===== src/rtl/mitec2_glue.sv =====
// Z80 bus glue: strobe/chip-select decode, two-bank DRAM RAS/MUX/CAS
// sequencing with RAS-only refresh, 8-bit refresh row extension and NMI sync.

module mitec2_bank #(
  parameter int CAS_DLY = 1
) (
  input  logic clk,
  input  logic rst,
  input  logic ras_req,
  input  logic go,
  input  logic mux_on,
  output logic ras_n,
  output logic cas_n
);
  logic [CAS_DLY-1:0] cas_sr;
  logic [CAS_DLY:0]   vld_pipe;

  assign vld_pipe = {cas_sr, go & mux_on};

  // Delay line only advances while the access is live, so a dropped
  // MREQ wipes it on the next edge.
  always_ff @(posedge clk or posedge rst)
    if (rst) cas_sr <= '0;
    else     cas_sr <= go ? vld_pipe[CAS_DLY-1:0] : '0;

  assign ras_n = ~ras_req | rst;
  assign cas_n = ~(go & vld_pipe[CAS_DLY]) | rst;
endmodule

module mitec2_glue #(
  parameter int MUX_DLY = 1,
  parameter int CAS_DLY = 1
) (
  input  logic CLK,
  input  logic RST,
  input  logic NMIN,
  input  logic RD,
  input  logic WR,
  input  logic MREQ,
  input  logic IORQ,
  input  logic RFSH,
  input  logic A6,
  input  logic A7,
  input  logic A14,
  input  logic A15,
  output logic NMI,
  output logic IOR,
  output logic IOW,
  output logic MEMR,
  output logic MEMW,
  output logic CSR,
  output logic CSW,
  output logic CE89,
  output logic CSSRAM,
  output logic CEROM2,
  output logic RAS1,
  output logic CAS1,
  output logic RAS2,
  output logic CAS2,
  output logic MUX,
  output logic RAMA7
);
  localparam int NUM_BANKS = 2;

  typedef struct packed {
    logic rd;
    logic wr;
    logic mreq;
    logic iorq;
    logic rfsh;
  } z80_req_t;

  z80_req_t bus;
  logic ior_n, iow_n, memr_n, memw_n;
  logic acc, trig, mux_on;
  logic [MUX_DLY-1:0]   mux_sr;
  logic [MUX_DLY:0]     mux_pipe;
  logic [NUM_BANKS-1:0] bank_sel, ras_n, cas_n;
  logic rfsh_q, a6_cur, a6_prev, r7;
  logic [1:0] nmi_s;

  assign bus = '{rd: ~RD, wr: ~WR, mreq: ~MREQ, iorq: ~IORQ, rfsh: ~RFSH};

  assign ior_n  = IORQ | RD;
  assign iow_n  = IORQ | WR;
  assign memr_n = MREQ | RD | ~RFSH;
  assign memw_n = MREQ | WR | ~RFSH;

  assign IOR    = ior_n | RST;
  assign IOW    = iow_n | RST;
  assign MEMR   = memr_n | RST;
  assign MEMW   = memw_n | RST;
  assign CSR    = ~(~ior_n & A7 & ~A6) | RST;
  assign CSW    = ~(~iow_n & A7 & A6) | RST;
  assign CE89   = ~(bus.mreq & ~bus.rfsh & A15 & ~A14) | RST;
  assign CEROM2 = ~(~memr_n & A15 & A14) | RST;
  assign CSSRAM = ~(~memw_n & A15 & A14) | RST;

  // MUX runs for refresh as well as for real accesses.
  assign acc      = bus.mreq & (bus.rd | bus.wr);
  assign trig     = bus.rfsh | acc;
  assign mux_pipe = {mux_sr, trig};
  assign mux_on   = trig & mux_pipe[MUX_DLY];
  assign MUX      = ~mux_on | RST;

  always_ff @(posedge CLK or posedge RST)
    if (RST) mux_sr <= '0;
    else     mux_sr <= trig ? mux_pipe[MUX_DLY-1:0] : '0;

  assign bank_sel[0] = ~A15 & ~A14;
  assign bank_sel[1] = ~A15 &  A14;

  for (genvar b = 0; b < NUM_BANKS; b++) begin : g_bank
    mitec2_bank #(.CAS_DLY(CAS_DLY)) u_bank (
      .clk     (CLK),
      .rst     (RST),
      .ras_req (bus.mreq & (bus.rfsh | bank_sel[b])),
      .go      (acc & ~bus.rfsh & bank_sel[b]),
      .mux_on  (mux_on),
      .ras_n   (ras_n[b]),
      .cas_n   (cas_n[b])
    );
  end

  assign RAS1 = ras_n[0];
  assign CAS1 = cas_n[0];
  assign RAS2 = ras_n[1];
  assign CAS2 = cas_n[1];

  // R7 flips when the Z80's 7-bit refresh counter wraps (A6 1 -> 0).
  always_ff @(posedge CLK or posedge RST)
    if (RST) begin
      rfsh_q  <= 1'b0;
      a6_cur  <= 1'b0;
      a6_prev <= 1'b0;
      r7      <= 1'b0;
    end else begin
      rfsh_q <= bus.rfsh;
      if (bus.rfsh) a6_cur <= A6;
      if (rfsh_q && !bus.rfsh) begin
        a6_prev <= a6_cur;
        if (!a6_cur && a6_prev) r7 <= ~r7;
      end
    end

  assign RAMA7 = ~RST & (bus.rfsh ? r7 : A7);

  always_ff @(posedge CLK or posedge RST)
    if (RST) nmi_s <= 2'b11;
    else     nmi_s <= {nmi_s[0], NMIN};

  assign NMI = nmi_s[1];
endmodule


===== config.mk =====
export PLATFORM = sky130hd
export DESIGN_NAME = mitec2_glue
export DESIGN_NICKNAME = d
export VERILOG_FILES = /design/src/rtl/mitec2_glue.sv
export SDC_FILE = /design/constraint.sdc
export NUM_CORES = 1
export LEC_CHECK = 0
export BUFFER_PORTS_ARGS = -buffer_cell sky130_fd_sc_hd__buf_2
export CORE_MARGIN = 2
export CORE_UTILIZATION = 30
export CTS_CLUSTER_DIAMETER = 100
export DETAILED_ROUTE_END_ITERATION = 8
export GPL_TIMING_DRIVEN = 0
export PLACE_DENSITY = 0.66
export SLEW_MARGIN = 15
export SYNTH_ARGS = -nofsm -noshare
export SYNTH_HDL_FRONTEND = slang
export SYNTH_SLANG_ARGS = --single-unit

===== constraint.sdc =====
create_clock -name CLK -period 1.2 [get_ports CLK]
set_input_delay 0.12 -clock CLK [delete_from_list [all_inputs] [get_ports CLK]]
set_output_delay 0.12 -clock CLK [all_outputs]
set_load 0.01 [all_outputs]

Word level (Yosys, flattened, before mapping):

Cells that the tools add are included.

* output and inout port bits: 16
* bits of input ports: 12
* logic and storage cells: 88
* flip-flop bits (word level): 9

* mux-type cells: 4
* reductions and logical operators: 4
* bitwise logic cells: 72

Operators by type and width (number)
* bitwise AND 1 bit: 25
* bitwise OR 1 bit: 24
* NOT 1 bit: 23
* two-way mux 1 bit: 4
* logical AND 1 bit: 2
* AND reduction 2 bit: 1
* zero test 1 bit: 1

Logic depth before layout (Yosys ltp):

Gate-level depths: netlist of run 1.

* depth in word-level cells: 8
* depth in mapped cells: 3

Cells and area by module:

Synthesis of run 1 repeated with hierarchy kept, for this count alone.

* cells, all modules: 51
* area, all modules: 524.3 µm²

By module, submodules not included
* mitec2_glue: sequential area each 177.7 µm², cells each 41, area an instance 426.7 µm², times used 1
* mitec2_bank: sequential area each 25.0 µm², cells each 5, area an instance 48.8 µm², times used 2

Worst setup path before layout of run 1:

Ideal clock, no wire load.

* kind: input to output
* from: input RD
* to: output CAS1
* arrival: 0.857 ns
* slack: 0.223 ns
* required time: 1.080 ns
* path buffers: 0
* stages: 2
* cell sequence: a21o_1 -> or4_4

* cells in the longest elaborated chain, start to end: 8

RTL lines
* start: declaration: RTL line 37 `input logic RD,`
* NOT 1 bit: RTL line 82 `assign bus = '{rd: ~RD, wr: ~WR, mreq: ~MREQ, iorq: ~IORQ, rfsh: ~RFSH};`
* bitwise OR 1 bit: RTL line 100 `assign acc = bus.mreq & (bus.rd | bus.wr);`
* bitwise AND 1 bit: RTL line 100
* bitwise AND 1 bit (2 in series): RTL line 118 `.go (acc & ~bus.rfsh & bank_sel[b]),`
* bitwise AND 1 bit: RTL line 27 `assign cas_n = ~(go & vld_pipe[CAS_DLY]) | rst;`
* NOT 1 bit: RTL line 27
* bitwise OR 1 bit: RTL line 27
* end: declaration: RTL line 57 `output logic CAS1,`

Every way passes these cells.

Worst setup path in the final report of run 1:

* from: register g_bank[0].u_bank.cas_sr
* to: output CAS1

* cells in the longest elaborated chain, start to end: 3

RTL lines
* start: declaration: RTL line 15 `logic [CAS_DLY-1:0] cas_sr;`
* start signal: assignment: RTL line 24 `else cas_sr <= go ? vld_pipe[CAS_DLY-1:0] : '0;`
* bitwise AND 1 bit: RTL line 27
* NOT 1 bit: RTL line 27
* bitwise OR 1 bit: RTL line 27

Every way passes these cells.

==> results of run 1 <==
## state kept, by name, indices dropped and copies added, names as in the netlist
signal	count
g_bank.u_bank.cas_sr	2
a6_cur	1
rfsh_q	1
r7	1
mux_sr	1
a6_prev	1
nmi_s	2
## routing by layer
layer | vias to the layer above | global-route usage, % | part of all wire (%)
met5 | - | 0 | 0
met4 | 0 | 9.09 | 0.97
met3 | 2 | 1.67 | 7.6
met2 | 15 | 17.4 | 44
met1 | 213 | 16.0 | 47
li1 | 243 | - | -
## cells by family (layout without fill, tap and decap cells)
logic type      Yosys count  after routing
compound gates            4              4
xor+xnor                  1              1
buf+inv                   4             37
flops                     9              9
mux                       3              3
simple gates             28             28
## worst max-delay path by stage
stage / to / slack (ns) / depth (start not counted)
final: CAS1 / -0.09 / 3
after global routing: CAS2 / -0.15 / 3
after CTS: CAS1 / -0.1 / 3
after detailed placement: CAS1 / -0.07 / 4
after global placement: CAS2 / -0.07 / 4
after floorplan: CAS1 / 0.22 / 2
## layout by cell type (no fill, tap or decap), drive strengths merged, types with 3 or more instances in the layout
cell type / n
buf: 28
nor2b: 3
nand4b: 3
nand2: 6
inv: 3
clkbuf: 4
nor2: 4
dfrtp: 7
## what timing repair did
| item | CTS | global route |
|---|---|---|
| hold buffers | 2 | 0 |
| gates resized for setup | 2 | 0 |
| setup endpoints to repair | 2 | 3 |
| endpoints found under the hold margin | 8 | 0 |
| pin swaps | 0 | 1 |
## where the power goes
part | switching (uW) | internal [uW]
logic | 77.1 | 74.1
clock network | 93.0 | 127
registers | 17.5 | 342
## cell type report
class	count	area, sq um	area share [%]
tap	16	20.0	2.89
timing repair buffer	29	168	24.2
inverter	3	11.3	1.63
buffer	1	5.00	0.723
multi-input combinational	36	234	33.8
sequential	9	228	32.9
clock buffer	4	26.3	3.80
## metrics by stage
step	util (%)	setup slack, ns	hold slack [ns]	std cells	instance area [sq um]
after CTS	45.9	-0.0991	0.124	98	692
after global routing	45.9	-0.146	0.143	98	692
after global placement	42.0	-0.0666	0.167	92	633
final	45.9	-0.0857	0.132	98	692
after detailed placement	42.0	-0.0715	0.176	92	633
after floorplan	-	0.223	-0.0535	49	478
==> flow_metrics.tcl, run 1 <==
set metrics [dict create \
    violations "negative setup slack" \
    synth_compound_area_share_pct 5.50 \
    ioPinCount 28 \
    die_area_sq_um 1930 \
    cts_buffers 3 \
    yosys_warnings 0 \
    path_class "reg2out" \
    post-dp-hpwl_microns 828 \
    start_util_pct 31.7 \
    clk_pin_slew_ns 0.05 \
    fp.dieH_microns 43.9 \
    rsz0062_at_grt "true" \
    cts-root-buf "clkbuf_4" \
    post_drt_wl_per_cell_microns 10.5 \
    via_count 473 \
    totalPowerFinal_uw 731 \
    critical_path.slowest_cell "or4_4" \
    ys_types 23 \
    cts_htree_levels 1 \
    drv_cap 0 \
    drt-total-wl_microns 1030 \
    synth_top_family_by_area "simple AND/OR/NAND/NOR gates" \
    worstPathCellList "nand2b_1 > or4_4 > buf_6" \
    fin_setup_tns_ns -0.161 \
    synthCells 49 \
    max_stage_delay_ns 0.41 \
    synthTopCellsByCount "7 x dfrtp_1, 6 x nand2_1, 4 x nor2_1" \
    tightest_slew_ns 0.397 \
    synth_area_per_cell_sq_um 9.75 \
    grt_usage_pct 12.0 \
    post-cts-setup-buffer-count 0 \
    yosysTopAreaCellShare_pct 36.6 \
    synth.net_count 61 \
    cellLeakagePower_uw 0.000313 \
    netlist_area_sq_um 478 \
    coreArea_sq_um 1510 \
    drive_gt1_share_pct 45.1 \
    clk_latency_ns 0.25 \
    slew_viol_final 0 \
    crit_path_end_kind "primary output" \
    worstPathArrival_ns 1.17 \
    via_per_inst 4.83 \
    drcViolationCount 0 \
    cp_max_fo 1 \
    hold_path_end "g_bank[0].u_bank.cas_sr$_DFF_PP0_" \
    ys.flop_type "dfrtp_1" \
    grt_pass1_vias 418 \
    n_fill_cell 161 \
    yosys.area_share.simple_pct 34.8 \
    yosys.area.top_type "dfrtp_1" \
    gp_congestion 0.730 \
    worst_slack_ns -0.0857 \
    min-delay-start "A14" \
    status "finished with violations" \
    hold_path.class "in2reg" \
    cts_sinks 9 \
    num-nets-final 95 \
    cp-startpoint "g_bank[0].u_bank.cas_sr$_DFF_PP0_" \
    period_needed_ns 1.29 \
    crit_required_ns 1.08 \
    seq_area_frac_synth_pct 47.6 \
    setup_viol 2 \
    clockBufferDepth 2 \
    grt_start_max_net_pins 11 \
    synth_xor_xnor_area_share_pct 1.83 \
    hold_viol 0 \
    rows 14 \
    fin_skew_ns 0.00221 \
    reg2reg_depth 2 \
    cp_top_family "simple AND/OR/NAND/NOR gates" \
    first_iter_violations 2 \
    io_buffer_count 27 \
    fmax_mhz 778 \
    synthMuxAreaShare_pct 6.81 \
    ant_nets 0 \
    ys_seq_elements 9 \
    die_x_microns 43.9 \
    period_share_pct 107 \
    cts_tree "built" \
    critPathLaunchType "flip-flop" \
    r2r_slack_ns 0.32 \
    maxSlewHeadroom_pct 73.4 \
    holdPathStages 2 \
    yosys.area_share.adder_pct 0 \
    first_pass_iters 4 \
    synth_edf_count 0 \
    diodes 0 \
    crit_buf_inv 1 \
    antenna_found_initial 0 \
    grt_pass1_wl_microns 1730 \
    r2r-end "a6_prev$_DFFE_PP0P_" \
    synth_area_leaders "dfrtp_1 37%, dfstp_2 11%, nand4b_1 5.5%" \
    p_per_area_nw_per_um2 1060 \
    async_reset_ff_share_pct 100 \
    area_growth_pct 44.8 \
    yosysMostFrequentCell "dfrtp_1" \
    r2r-start "rfsh_q$_DFF_PP0_" \
    ir_worst_vdd_uv 601 \
    overflow 0 \
]
Note: power is estimated with default switching activity, not from simulation.
==> run 2: changes to the inputs <==
--- a/config.mk
+++ b/config.mk
@@ -12,6 +12,7 @@
 export DETAILED_ROUTE_END_ITERATION = 8
 export GPL_TIMING_DRIVEN = 0
 export PLACE_DENSITY = 0.66
+export REMOVE_ABC_BUFFERS = 1
 export SLEW_MARGIN = 15
 export SYNTH_ARGS = -nofsm -noshare
 export SYNTH_HDL_FRONTEND = slang
==> flow_metrics.tcl, run 2 (same netlist as run 1, synthesis figures left out) <==
set metrics [dict create \
    status "finished with violations" \
    violations "negative setup slack" \
    hold_viol 0 \
    worst_slack_ns -0.0851 \
    ioPinCount 28 \
    first_pass_iters 4 \
    clk_latency_ns 0.25 \
    hold_path.class "in2reg" \
    clk_pin_slew_ns 0.06 \
    diodes 0 \
    reg2reg_depth 2 \
    ir_worst_vdd_uv 624 \
    cts_buffers 3 \
    totalPowerFinal_uw 736 \
    area_growth_pct 43.7 \
    via_count 461 \
    cp_max_fo 1 \
    coreArea_sq_um 1510 \
    grt_start_max_net_pins 14 \
    r2r_slack_ns 0.32 \
    max_stage_delay_ns 0.41 \
    top_regs "g_bank.u_bank.cas_sr x2, nmi_s x2" \
    cellLeakagePower_uw 0.000310 \
    path_class "reg2out" \
    crit_buf_inv 1 \
    die_x_microns 43.9 \
    crit_required_ns 1.08 \
    critPathLaunchType "flip-flop" \
    whs_ns 0.137 \
    critical_path.slowest_cell "or4_4" \
    period_needed_ns 1.29 \
    setup_viol 2 \
    r2r-end "a6_prev$_DFFE_PP0P_" \
    final_common_cell "buf_2" \
    num-nets-final 94 \
    start_util_pct 31.7 \
    ant_nets 0 \
    clockBufferDepth 2 \
    period_share_pct 107 \
    cts_tree "built" \
    maxSlewHeadroom_pct 74.0 \
    grt_usage_pct 12.3 \
    drcViolationCount 0 \
    crit_path_end_kind "primary output" \
    drive_gt1_share_pct 44.4 \
    gp_congestion 0.715 \
    post-dp-hpwl_microns 757 \
    fp.dieH_microns 43.9 \
    worstPathArrival_ns 1.17 \
    cp_top_family "simple AND/OR/NAND/NOR gates" \
    grt_pass1_vias 395 \
    fin_skew_ns 0.000183 \
    io_buffer_count 27 \
    slew_viol_final 0 \
    rows 14 \
    most-common-layout-cells "25 x buf_2, 7 x dfrtp_1, 6 x nand2_1, 4 x nor2_1" \
    first_iter_violations 7 \
    overflow 0 \
    p_per_area_nw_per_um2 1070 \
    postLayoutCoreUtil_pct 45.6 \
    cp-startpoint "g_bank[0].u_bank.cas_sr$_DFF_PP0_" \
    antenna_found_initial 0 \
    cts_sinks 9 \
    cts_htree_levels 1 \
    post_drt_wl_per_cell_microns 10.7 \
    endpoint "CAS1" \
    grt_pass1_wl_microns 1730 \
    fin_setup_tns_ns -0.162 \
    rsz0062_at_grt "true" \
    worstPathCellList "nand2b_1 > or4_4 > buf_6" \
    tightest_slew_ns 0.388 \
    drv_cap 0 \
    die_area_sq_um 1930 \
    fmax_mhz 778 \
    drt-total-wl_microns 1040 \
    via_per_inst 4.75 \
    r2r-start "rfsh_q$_DFF_PP0_" \
    cts-root-buf "clkbuf_4" \
    cp.depth 3 \
]
==> run 2: changes by cell type in the layout (fill, tap and decap cells not counted), sizes merged <==
cell / before / now
buf: 28 / 27
==> run 2: worst reg2reg max path: stages, from the launching register on <==
cell and delay (ns):
dfrtp_1 0.37, nand2_1 0.07, mux2_2 0.32
==> run 2: report_power, final <==
part / leakage (uW) / switching [uW] / internal, uW
combinational: 0.000188 / 76.9 / 72.9
clock: 0.0000150 / 97.2 / 128
sequential: 0.000106 / 19.7 / 342
==> run 2: what timing repair did <==
| action | 4_1_cts | 5_1_grt |
|---|---|---|
| pin swaps | 0 | 1 |
| endpoints found under the hold margin | 8 | 0 |
| cloned | 0 | 0 |
| setup endpoints to repair | 2 | 3 |
| setup buffers | 0 | 0 |
| hold buffers | 2 | 0 |
| resized for setup | 2 | 0 |
==> run 2: layout make-up <==
cell class / count / area, sq um
clock buffer: 4 / 26.3
fill: 151 / 820
inverter: 3 / 11.3
multi-input combinational: 36 / 234
sequential: 9 / 228
tap: 16 / 20.0
timing repair buffer: 29 / 168
==> run 2: routing by layer <==
layer  global-route usage, %  vias up  routed length [microns]
li1                        -      237                        -
met2                    17.6       29                      399
met3                    2.50        0                      130
met5                       0        -                        0
met1                    16.3      195                      506
met4                    9.09        0                        0
==> run 2: worst min-delay path by stage <==
stage                                        endpoint  slack, ns  from  cells past startpoint
CTS                 g_bank[0].u_bank.cas_sr$_DFF_PP0_       0.13   A14                      2
global route        g_bank[0].u_bank.cas_sr$_DFF_PP0_       0.13   A14                      2
detailed placement                     r7$_DFFE_PP0P_       0.18   RST                      2
global placement                       r7$_DFFE_PP0P_       0.17   RST                      2
floorplan                          a6_cur$_DFFE_PP0N_      -0.05   RST                      1
finish              g_bank[0].u_bank.cas_sr$_DFF_PP0_       0.14   A14                      2
==> run 2: through the flow <==
stage                     instance area [sq um]  std cells  setup WS, ns
final                                       687         97       -0.0851
after global routing                        687         97        -0.147
after CTS                                   687         97        -0.102
after detailed placement                    628         91       -0.0732
after global placement                      628         91       -0.0750
after floorplan                             473         48         0.223
==> run 3: changes to the inputs <==
--- a/config.mk
+++ b/config.mk
@@ -5,13 +5,13 @@
 export SDC_FILE = /design/constraint.sdc
 export NUM_CORES = 1
 export LEC_CHECK = 0
-export BUFFER_PORTS_ARGS = -buffer_cell sky130_fd_sc_hd__buf_2
 export CORE_MARGIN = 2
 export CORE_UTILIZATION = 30
 export CTS_CLUSTER_DIAMETER = 100
 export DETAILED_ROUTE_END_ITERATION = 8
+export DONT_BUFFER_PORTS = 1
 export GPL_TIMING_DRIVEN = 0
-export PLACE_DENSITY = 0.66
+export PLACE_DENSITY = 0.51
 export REMOVE_ABC_BUFFERS = 1
 export SLEW_MARGIN = 15
 export SYNTH_ARGS = -nofsm -noshare
==> flow_metrics.tcl, run 3 (same netlist as run 1, synthesis figures left out) <==
set metrics [dict create \
    status "complete, no violations" \
    ioPinCount 28 \
    final_common_cell "dfrtp_1" \
    grt_start_max_net_pins 13 \
    crit_required_ns 1.08 \
    most-common-layout-cells "7 x dfrtp_1, 6 x nand2_1, 5 x dlygate4sd3_1, 4 x nor2_1" \
    period_share_pct 97.9 \
    cellLeakagePower_uw 0.000228 \
    fin_skew_ns 0.000146 \
    drcViolationCount 0 \
    crit_path_end_kind "primary output" \
    drive_gt1_share_pct 15.8 \
    path_class "reg2out" \
    r2r-start "rfsh_q$_DFF_PP0_" \
    fmax_mhz 851 \
    overflow 0 \
    worstPathArrival_ns 1.06 \
    diodes 0 \
    grt_pass1_wl_microns 1620 \
    whs_ns 0.0246 \
    cts_sinks 9 \
    rsz0062_at_grt "true" \
    cts_tree "built" \
    p_per_area_nw_per_um2 1230 \
    die_area_sq_um 1930 \
    cp-startpoint "g_bank[0].u_bank.cas_sr$_DFF_PP0_" \
    hold_path.class "in2reg" \
    fp.dieH_microns 43.9 \
    cts_buffers 3 \
    post_cts_resized 0 \
    tightest_slew_ns 0.373 \
    post-dp-hpwl_microns 695 \
    period_needed_ns 1.18 \
    clk_pin_slew_ns 0.06 \
    die_x_microns 43.9 \
    antenna_found_initial 0 \
    via_per_inst 5.40 \
    cts_htree_levels 1 \
    start_util_pct 31.7 \
    hold_viol 0 \
    slew_viol_final 0 \
    clk_latency_ns 0.25 \
    grt_usage_pct 11.8 \
    first_iter_violations 4 \
    pre_cts_ws_ns 0.176 \
    ir_worst_vdd_uv 545 \
    cp_max_fo 1 \
    top_regs "g_bank.u_bank.cas_sr x2, nmi_s x2" \
    rows 14 \
    first_pass_iters 4 \
    area_growth_pct 19.1 \
    drv_cap 0 \
    drt-total-wl_microns 1040 \
    setup_viol 0 \
    via_count 394 \
    grt_pass1_vias 344 \
    post-cts-setup-buffer-count 0 \
    cts-root-buf "clkbuf_4" \
    min-delay-start "RFSH" \
    maxSlewHeadroom_pct 75.1 \
    num-nets-final 70 \
    io_buffer_count 0 \
    clockBufferDepth 2 \
    worst_slack_ns 0.0247 \
    ant_nets 0 \
    post_drt_wl_per_cell_microns 14.3 \
    gp_congestion 0.669 \
    critPathLaunchType "flip-flop" \
    coreArea_sq_um 1510 \
]
run 3: cell types whose count changed in the layout (fill, tap and decap cells not counted):
cell / previous run / this run
buf_2: 25 / 0
dlygate4sd3_1: 2 / 5
buf_6: 2 / 0
run 3: metrics by stage:
stage	instances	utilization, %	setup TNS, ns	total power (uW)	instance area [sq um]
3_3_place_gp	64	32.7	0	458	493
4_1_cts	72	37.1	0	711	559
5_1_grt	73	37.8	-0.0304	748	569
6_report	73	37.8	0	698	569
3_5_place_dp	64	32.7	0	461	493
2_1_floorplan	48	-	0	445	473
run 3: critical path, cell delays in order, from the launching register on:
cell and delay, ns:
dfrtp_1 0.32, nand2b_1 0.05, or4_4 0.44
run 3: final timing paths:
kind                       slack, ns  depth (start not counted)                  end
max                             0.02                          2                 CAS1
min                             0.02                          1   a6_cur$_DFFE_PP0N_
max reg2reg                     0.29                          2  a6_prev$_DFFE_PP0P_
min reg2reg                     0.36                          0   nmi_s[1]$_DFF_PP1_
max in group asynchronous       0.65                          2   nmi_s[1]$_DFF_PP1_
min in group asynchronous       0.26                          2       r7$_DFFE_PP0P_
run 3: repair_timing:
action                                  CTS  global route
endpoints found under the setup margin    0             2
hold buffers                              4             1
endpoints found under the hold margin    14             1
run 3: layer usage:
metal	vias up	part of all wire (%)	track usage, %
met2	20	45	15.3
met3	0	9.7	4.58
met1	185	45	15.6
met5	-	0	0
li1	189	-	-
met4	0	0	9.09
run 3: cell type report:
type	instances	area, sq um
Multi-Input combinational cell	36	234
Sequential cell	9	228
Inverter	3	11.3
Fill cell	155	937
Clock buffer	4	26.3
Timing Repair Buffer	5	50.0
Tap cell	16	20.0
run 3: where the power goes:
part           switching [uW]  leakage, uW  internal [uW]
sequential               22.6     0.000106            342
clock                     101    0.0000150            128
combinational            49.8     0.000106           54.7
total                     173     0.000228            525
